[src/rtl/uart_rx_fifo_pkg.sv]
// Shared UART definitions.
// Byte width used across the receive path.
package uart_rx_fifo_pkg;

  localparam int UART_DATA_W = 8;

  typedef logic [UART_DATA_W-1:0] uart_byte_t;

endpackage

[src/rtl/byte_fifo_mem.sv]
// Byte storage array for the receive FIFO.
// One write port, one asynchronous read port; contents are not reset.
module byte_fifo_mem
  import uart_rx_fifo_pkg::*;
#(
  parameter int DEPTH  = 8,
  parameter int ADDR_W = $clog2(DEPTH)
) (
  input  logic              clk,
  input  logic              we,
  input  logic [ADDR_W-1:0] waddr,
  input  uart_byte_t        wdata,
  input  logic [ADDR_W-1:0] raddr,
  output uart_byte_t        rdata
);

  uart_byte_t mem [DEPTH];

  // Store the incoming byte when the FIFO accepts a push.
  always_ff @(posedge clk) begin
    if (we) begin
      mem[waddr] <= wdata;
    end
  end

  assign rdata = mem[raddr];

endmodule

[src/rtl/uart_rx_fifo.sv]
// Receive-side byte FIFO behind the UART receiver.
// Edge-detects the stop-bit level, buffers bytes, streams them out.
module uart_rx_fifo
  import uart_rx_fifo_pkg::*;
#(
  parameter  int DEPTH  = 8,
  localparam int ADDR_W = $clog2(DEPTH)
) (
  input  logic                   clk,
  input  logic                   rst,
  input  logic [UART_DATA_W-1:0] rx_data,
  input  logic                   rx_ready,
  output logic [UART_DATA_W-1:0] m_data,
  output logic                   m_valid,
  input  logic                   m_ready,
  output logic [ADDR_W:0]        count,
  output logic                   full,
  output logic                   overflow,
  input  logic                   overflow_clr
);

  localparam logic [ADDR_W:0] FULL_CNT = (ADDR_W+1)'(DEPTH);

  logic              rx_ready_q;
  logic [ADDR_W-1:0] wr_ptr;
  logic [ADDR_W-1:0] rd_ptr;
  logic [ADDR_W:0]   cnt;
  logic              push_req;
  logic              pop;
  logic              push;
  logic              drop;

  assign m_valid  = (cnt != '0);
  assign full     = (cnt == FULL_CNT);
  assign count    = cnt;
  assign push_req = rx_ready & ~rx_ready_q;
  assign pop      = m_valid & m_ready;
  assign push     = push_req & (~full | pop);
  assign drop     = push_req & full & ~pop;

  // Track the stop-bit level; reset high so a level held across reset is ignored.
  always_ff @(posedge clk) begin
    if (rst) begin
      rx_ready_q <= 1'b1;
    end else begin
      rx_ready_q <= rx_ready;
    end
  end

  // Advance pointers and occupancy on accepted pushes and pops.
  always_ff @(posedge clk) begin
    if (rst) begin
      wr_ptr <= '0;
      rd_ptr <= '0;
      cnt    <= '0;
    end else begin
      if (push) begin
        wr_ptr <= wr_ptr + 1'b1;
      end
      if (pop) begin
        rd_ptr <= rd_ptr + 1'b1;
      end
      unique case ({push, pop})
        2'b10:   cnt <= cnt + 1'b1;
        2'b01:   cnt <= cnt - 1'b1;
        default: cnt <= cnt;
      endcase
    end
  end

  // Sticky drop flag; a drop in the same cycle as a clear keeps it set.
  always_ff @(posedge clk) begin
    if (rst) begin
      overflow <= 1'b0;
    end else if (drop) begin
      overflow <= 1'b1;
    end else if (overflow_clr) begin
      overflow <= 1'b0;
    end
  end

  byte_fifo_mem #(
    .DEPTH  (DEPTH),
    .ADDR_W (ADDR_W)
  ) u_mem (
    .clk   (clk),
    .we    (push),
    .waddr (wr_ptr),
    .wdata (rx_data),
    .raddr (rd_ptr),
    .rdata (m_data)
  );

endmodule

[config.mk]
export PLATFORM = sky130hd
export DESIGN_NAME = uart_rx_fifo
export DESIGN_NICKNAME = d
export VERILOG_FILES = /design/src/rtl/uart_rx_fifo_pkg.sv /design/src/rtl/byte_fifo_mem.sv /design/src/rtl/uart_rx_fifo.sv
export SDC_FILE = /design/constraint.sdc
export NUM_CORES = 1
export LEC_CHECK = 0
export CELL_PAD_IN_SITES_DETAIL_PLACEMENT = 1
export CELL_PAD_IN_SITES_GLOBAL_PLACEMENT = 1
export CORE_AREA = 2 2 64 111
export CTS_CLUSTER_DIAMETER = 30
export DETAILED_ROUTE_END_ITERATION = 16
export DIE_AREA = 0 0 66 113
export PLACE_DENSITY_LB_ADDON = 0.1
export SKIP_LAST_GASP = 1
export SYNTH_ARGS = -nofsm -noshare
export SYNTH_HDL_FRONTEND = slang
export SYNTH_SLANG_ARGS = --single-unit
export TNS_END_PERCENT = 10
[constraint.sdc]
create_clock -name clk -period 6.2 [get_ports clk]
set_input_delay 0.62 -clock clk [delete_from_list [all_inputs] [get_ports clk]]
set_output_delay 0.62 -clock clk [all_outputs]
set_load 0.01 [all_outputs]
* Word level (Yosys, flattened, before mapping)
Memories as Yosys holds them, arrays and structs flattened. A register that Yosys moved wholly into a read port is not among the register bits.
Cells that the tools add are included.
** Word-level totals
- Register bits after elaboration :: 12
- Bits in writable memories :: 64
- Bits of input ports :: 13
- Output and inout port bits :: 15
- Word-level logic and storage cells :: 32
- Memories :: 1
** Operators by class
- $add $sub $neg :: 4
- Equality and inequality tests :: 3
- Multiplexer cells :: 7
- Bitwise gates (word level) :: 9
- Reductions and logical operators :: 3
** Memories
- u_mem.mem :: depth 8, bits a word 8, rd ports 1, clocked after Yosys merged registers in 1, write ports 1, line byte_fifo_mem.sv:17 : uart_byte_t mem [DEPTH];
** Operators with widths (number)
- 4-bit case mux with 2 select lines :: 1
- 3-bit by 1-bit adder with 3-bit output, second input constant :: 2
- 3-bit 2-to-1 mux :: 2
- 1-bit bitwise AND :: 5
- 4-bit by 1-bit adder with 4-bit output, second input constant :: 1
- 4-bit equality test, second input constant :: 1
- 1-bit 2-to-1 mux :: 4
- 2-bit nonzero test :: 2
- 4-bit nonzero test :: 1
- 4-bit by 1-bit subtractor with 4-bit output, second input constant :: 1
- 1-bit NOT :: 3
- 2-bit by 1-bit equality test with 1-bit output, second input constant :: 1
- 2-bit equality test, second input constant :: 1
- 1-bit OR :: 1

* Depth between registers and ports, before layout
- Depth after elaboration :: 6
- Gate-level depth with buffers :: 10
- Gate-level depth less buffers :: 8

* Modules after synthesis
From an unflattened synthesis, not the netlist that was laid out.
** Unflattened totals
- Cells, all modules :: 169
- Area, all modules :: 3133.0 µm²
** By module, submodules not included
- byte_fifo_mem :: instances 1, cells each 106, area each 2531.2 µm², seq. area each 1921.8 µm²
- uart_rx_fifo :: instances 1, cells each 63, area each 601.8 µm², seq. area each 240.2 µm²

* Worst setup path before layout
No wires, ideal clock.
- Kind :: register -> register
- From :: register cnt[1], in the netlist count[1]
- To :: register cnt[2], in the netlist count[2]
- Library setup time :: 0.123 ns
- Arrival time :: 2.164 ns
- Required time :: 6.077 ns
- Path slack :: 3.913 ns
- Cell stages (with the launch flop) :: 11
- Path buffers :: 2
- Period minus slack after synthesis :: 2.287 ns
- Path through :: dfxtp_1 > buf_6 > or4_4 > buf_6 > nand3_1 > xnor2_1 > ha_1 > nor2_1 > and4_4 > a31oi_1 > mux2_1
** Between the ends
- Word-level cells in the longest chain between the ends :: 6
- Elaborated cells between the ends (all ways) :: 12
- Those cells by class :: 2 x add/sub; 3 x eq/ne; 1 x mux; 4 x bitwise; 2 x reduce/logical
** Ends and longest elaborated chain
- from (decl) :: line uart_rx_fifo.sv:27 : logic [ADDR_W:0] cnt;
- from (signal assigned) :: line uart_rx_fifo.sv:64 : 2'b10: cnt <= cnt + 1'b1;
- from (signal assigned) :: line uart_rx_fifo.sv:65 : 2'b01: cnt <= cnt - 1'b1;
- from (signal assigned) :: line uart_rx_fifo.sv:66 : default: cnt <= cnt;
- 4-bit nonzero test * :: line uart_rx_fifo.sv:33 : assign m_valid = (cnt != '0);
- named net m_valid :: line uart_rx_fifo.sv:14 : output logic m_valid,
- 1-bit bitwise AND * :: line uart_rx_fifo.sv:37 : assign pop = m_valid & m_ready;
- 1-bit OR :: line uart_rx_fifo.sv:38 : assign push = push_req & (~full | pop);
- 1-bit bitwise AND :: line uart_rx_fifo.sv:38
- 2-bit by 1-bit equality test with 1-bit output / 2-bit equality test (equally long branches) :: line uart_rx_fifo.sv:63 : unique case ({push, pop})
- 4-bit case mux with 2 select lines / 2-bit nonzero test (equally long branches)
The timed path passes the listed nets; every way through them passes the cells marked *.
A chain may end at the register's enable or synchronous reset.

==> flow_metrics.py <==
metrics = {
    "clock_tree": {
        "cts_buffers": 9,
        "cts.path.max_buffers": 2,
        "ctsHtreeMaxLevel": 3,
        "clk_pin_slew_worst_paths_ps": 60,
        "cts_root_buf": "clkbuf_16",
        "tritoncts": "built",
        "ctsHoldBuffers": 0,
        "clock_latency_ps": 330,
        "post_cts_buffers": 0,
        "cts_num_sinks": 79,
        "ctsResizeCount": 0,
    },
    "sta": {
        "rsz0062_at_grt": "false",
        "worstMarginPinSlew_ps": 1260,
        "setup-tns-final_ps": 0,
        "fmax_mhz": 296,
        "hold_violations": 0,
        "final.min_clock_period_ps": 3380,
        "period_share_pct": 54.5,
        "setup_violations": 0,
        "fin_skew_ps": 5.01,
        "relSlewSlack_pct": 15.6,
        "drv_slew": 0,
        "setup_ws_ps": 2820,
    },
    "route": {
        "drc": 0,
        "wirelength_um": 6390,
        "drtIter0Drc": 108,
        "drtPass1Iterations": 4,
        "avgRoutedWirePerCell_um": 21.2,
        "viasPerCell": 5.74,
        "ant_nets": 0,
        "vias": 1734,
    },
    "synth": {
        "ys.flop_type": "edfxtp_1",
        "synth_top_area_cell": "edfxtp_1",
        "synth_seq_cells": 79,
        "synth_top_area_share_pct": 60.3,
        "synth_edf_count": 64,
        "yosysSeqAreaShare_pct": 69.8,
        "netlist_area_um2": 3190,
        "synth_cell_types": 33,
        "syn_nets": 201,
        "synthCells": 185,
        "synthArstFlopShare_pct": 0,
        "avgSynthCellArea_um2": 17.2,
        "yosysWarnings": 0,
        "yosys-top-cells-area": "edfxtp_1, mux4_2, dfxtp_1, mux2_2, nor2_1",
    },
    "finish": {
        "layout-area-overhead-vs-synth_pct": 19.8,
        "fin_nets": 231,
        "fillCellCount": 647,
        "final_cell_count_no_fill": 302,
        "drive_above_1_share_pct": 20.5,
        "fin_util_pct": 58.4,
        "antenna_cells": 0,
    },
    "die": {
        "pin_count": 28,
        "rows": 39,
        "die_h_um": 113,
        "initial_utilization_pct": 48.7,
        "die-area_um2": 7460,
        "coreArea_um2": 6540,
        "dieWidth_um": 66,
    },
    "critical_path": {
        "critPathLaunchType": "register",
        "worst_setup_path_end_kind": "output pin",
        "cp_data_required_time_ps": 5580,
        "crit_type": "register to output pin",
        "cp_data_arrival_time_ps": 2760,
        "cp_max_fo": 16,
    },
    "grt": {
        "grt_max_degree": 17,
        "grt.overflow.total": 0,
        "grt_pass1_wl_um": 10100,
        "antenna_found_initial": 0,
        "grt_usage_pct": 19.3,
        "grt_pass1_vias": 1894,
    },
    "power_and_ir_drop": {
        "leakage_nw": 1.22,
        "p_per_area_nw_per_um2": 317,
        "max-vdd-ir-drop_mv": 0.219,
        "total_power_mw": 1.21,
    },
    "placed_design": {
        "gp_congestion": 0.753,
        "dp_slack_ps": 2750,
        "dpl.hpwl_um": 4400,
        "numPortBuffers": 27,
        "dp_cells": 285,
    },
    "outcome": {
        "status": "finished clean",
    },
    "hold_path": {
        "hold_class": "register to register",
    },
    "run": {
        "max_cap_viol_count": 0,
    },
}
-- flip-flops by register name (all words and copies together), names as in the netlist, named ones only --
signal	count
count	4
overflow	1
rd_ptr	3
rx_ready_q	1
u_mem.mem	64
wr_ptr	3
-- cells in the final DEF (no fill, tap or decap), types with 3 or more instances in the layout --
master | netlist | final
mux2_2 | 8 | 8
nand3_1 | 5 | 5
dfxtp_1 | 15 | 15
o21ai_0 | 4 | 4
clkdlybuf4s50_1 | 0 | 27
ha_1 | 3 | 3
mux4_2 | 16 | 16
a21oi_1 | 5 | 5
nand2b_1 | 4 | 4
edfxtp_1 | 64 | 64
nor3_1 | 6 | 6
xnor2_1 | 3 | 3
clkbuf_16 | 0 | 9
nand2_1 | 5 | 5
nor2_1 | 13 | 13
nor3b_1 | 3 | 3
xor2_1 | 4 | 4
-- worst max-delay path, cell delays in order, from the launching register on --
cell	delay [ps]
dfxtp_1	1050
mux4_2	630
mux2_2	270
clkdlybuf4s50_1	470
-- cells in the mapped netlist, types with 2 or more instances --
cell      number
o211ai_1       2
mux2i_1        2
buf_2          3
clkbuf_1       3
buf_6          2
nor2_1        13
nor2b_1        2
nand2b_1       4
ha_1           3
mux2_2         8
xnor2_1        3
xor2_1         4
edfxtp_1      64
mux4_2        16
nand3_1        5
nor3b_1        3
o21ai_0        4
dfxtp_1       15
nand2_1        5
nor3_1         6
buf_1          2
a21oi_1        5
-- layout make-up --
class                           instances  area (um^2)  share of cell area, %
Clock buffer                           11          243                   6.36
Clock inverter                          5         56.3                   1.48
Inverter                                1         3.75                 0.0984
Multi-Input combinational cell         95          903                   23.7
Sequential cell                        79         2220                   58.2
Tap cell                               82          103                   2.69
Timing Repair Buffer                   29          285                   7.48
-- path summary, 6_finish.rpt --
check / start / to / slack [ps] / cells past startpoint
hold reg to reg: overflow / overflow / 480 / 2
setup reg to reg: rx_ready_q / u_mem.mem[1][6] / 3700 / 3
hold / removal: overflow / overflow / 480 / 2
setup / recovery: register / m_data[6] / 2820 / 3
-- through the flow --
step           instance area, um^2  hold WS, ps
6_report                      3820          485
5_1_grt                       3820          518
4_1_cts                       3810          489
3_5_place_dp                  3510          478
3_3_place_gp                  3510          462
2_1_floorplan                 3190          454
-- layer usage --
layer / wire length, um / track usage [%]
met4: 99 / 9.66
met5: 0 / 0
met1: 2440 / 20.9
met3: 170 / 3.48
met2: 3690 / 34.9
-- report_power, final --
part	internal, mW	switching [mW]	leakage [nW]
sequential	0.580	0.0164	0.698
clock	0.322	0.194	0.142
combinational	0.0574	0.0381	0.381
-- cells by family after synthesis --
family | synth area share, %
mux | 15.1
buf+inv | 1.89
simple gates | 7.15
fa+ha+maj | 1.18
flops | 69.8
compound gates | 2.99
xor+xnor | 1.92
(Power assumes the default switching activity.)
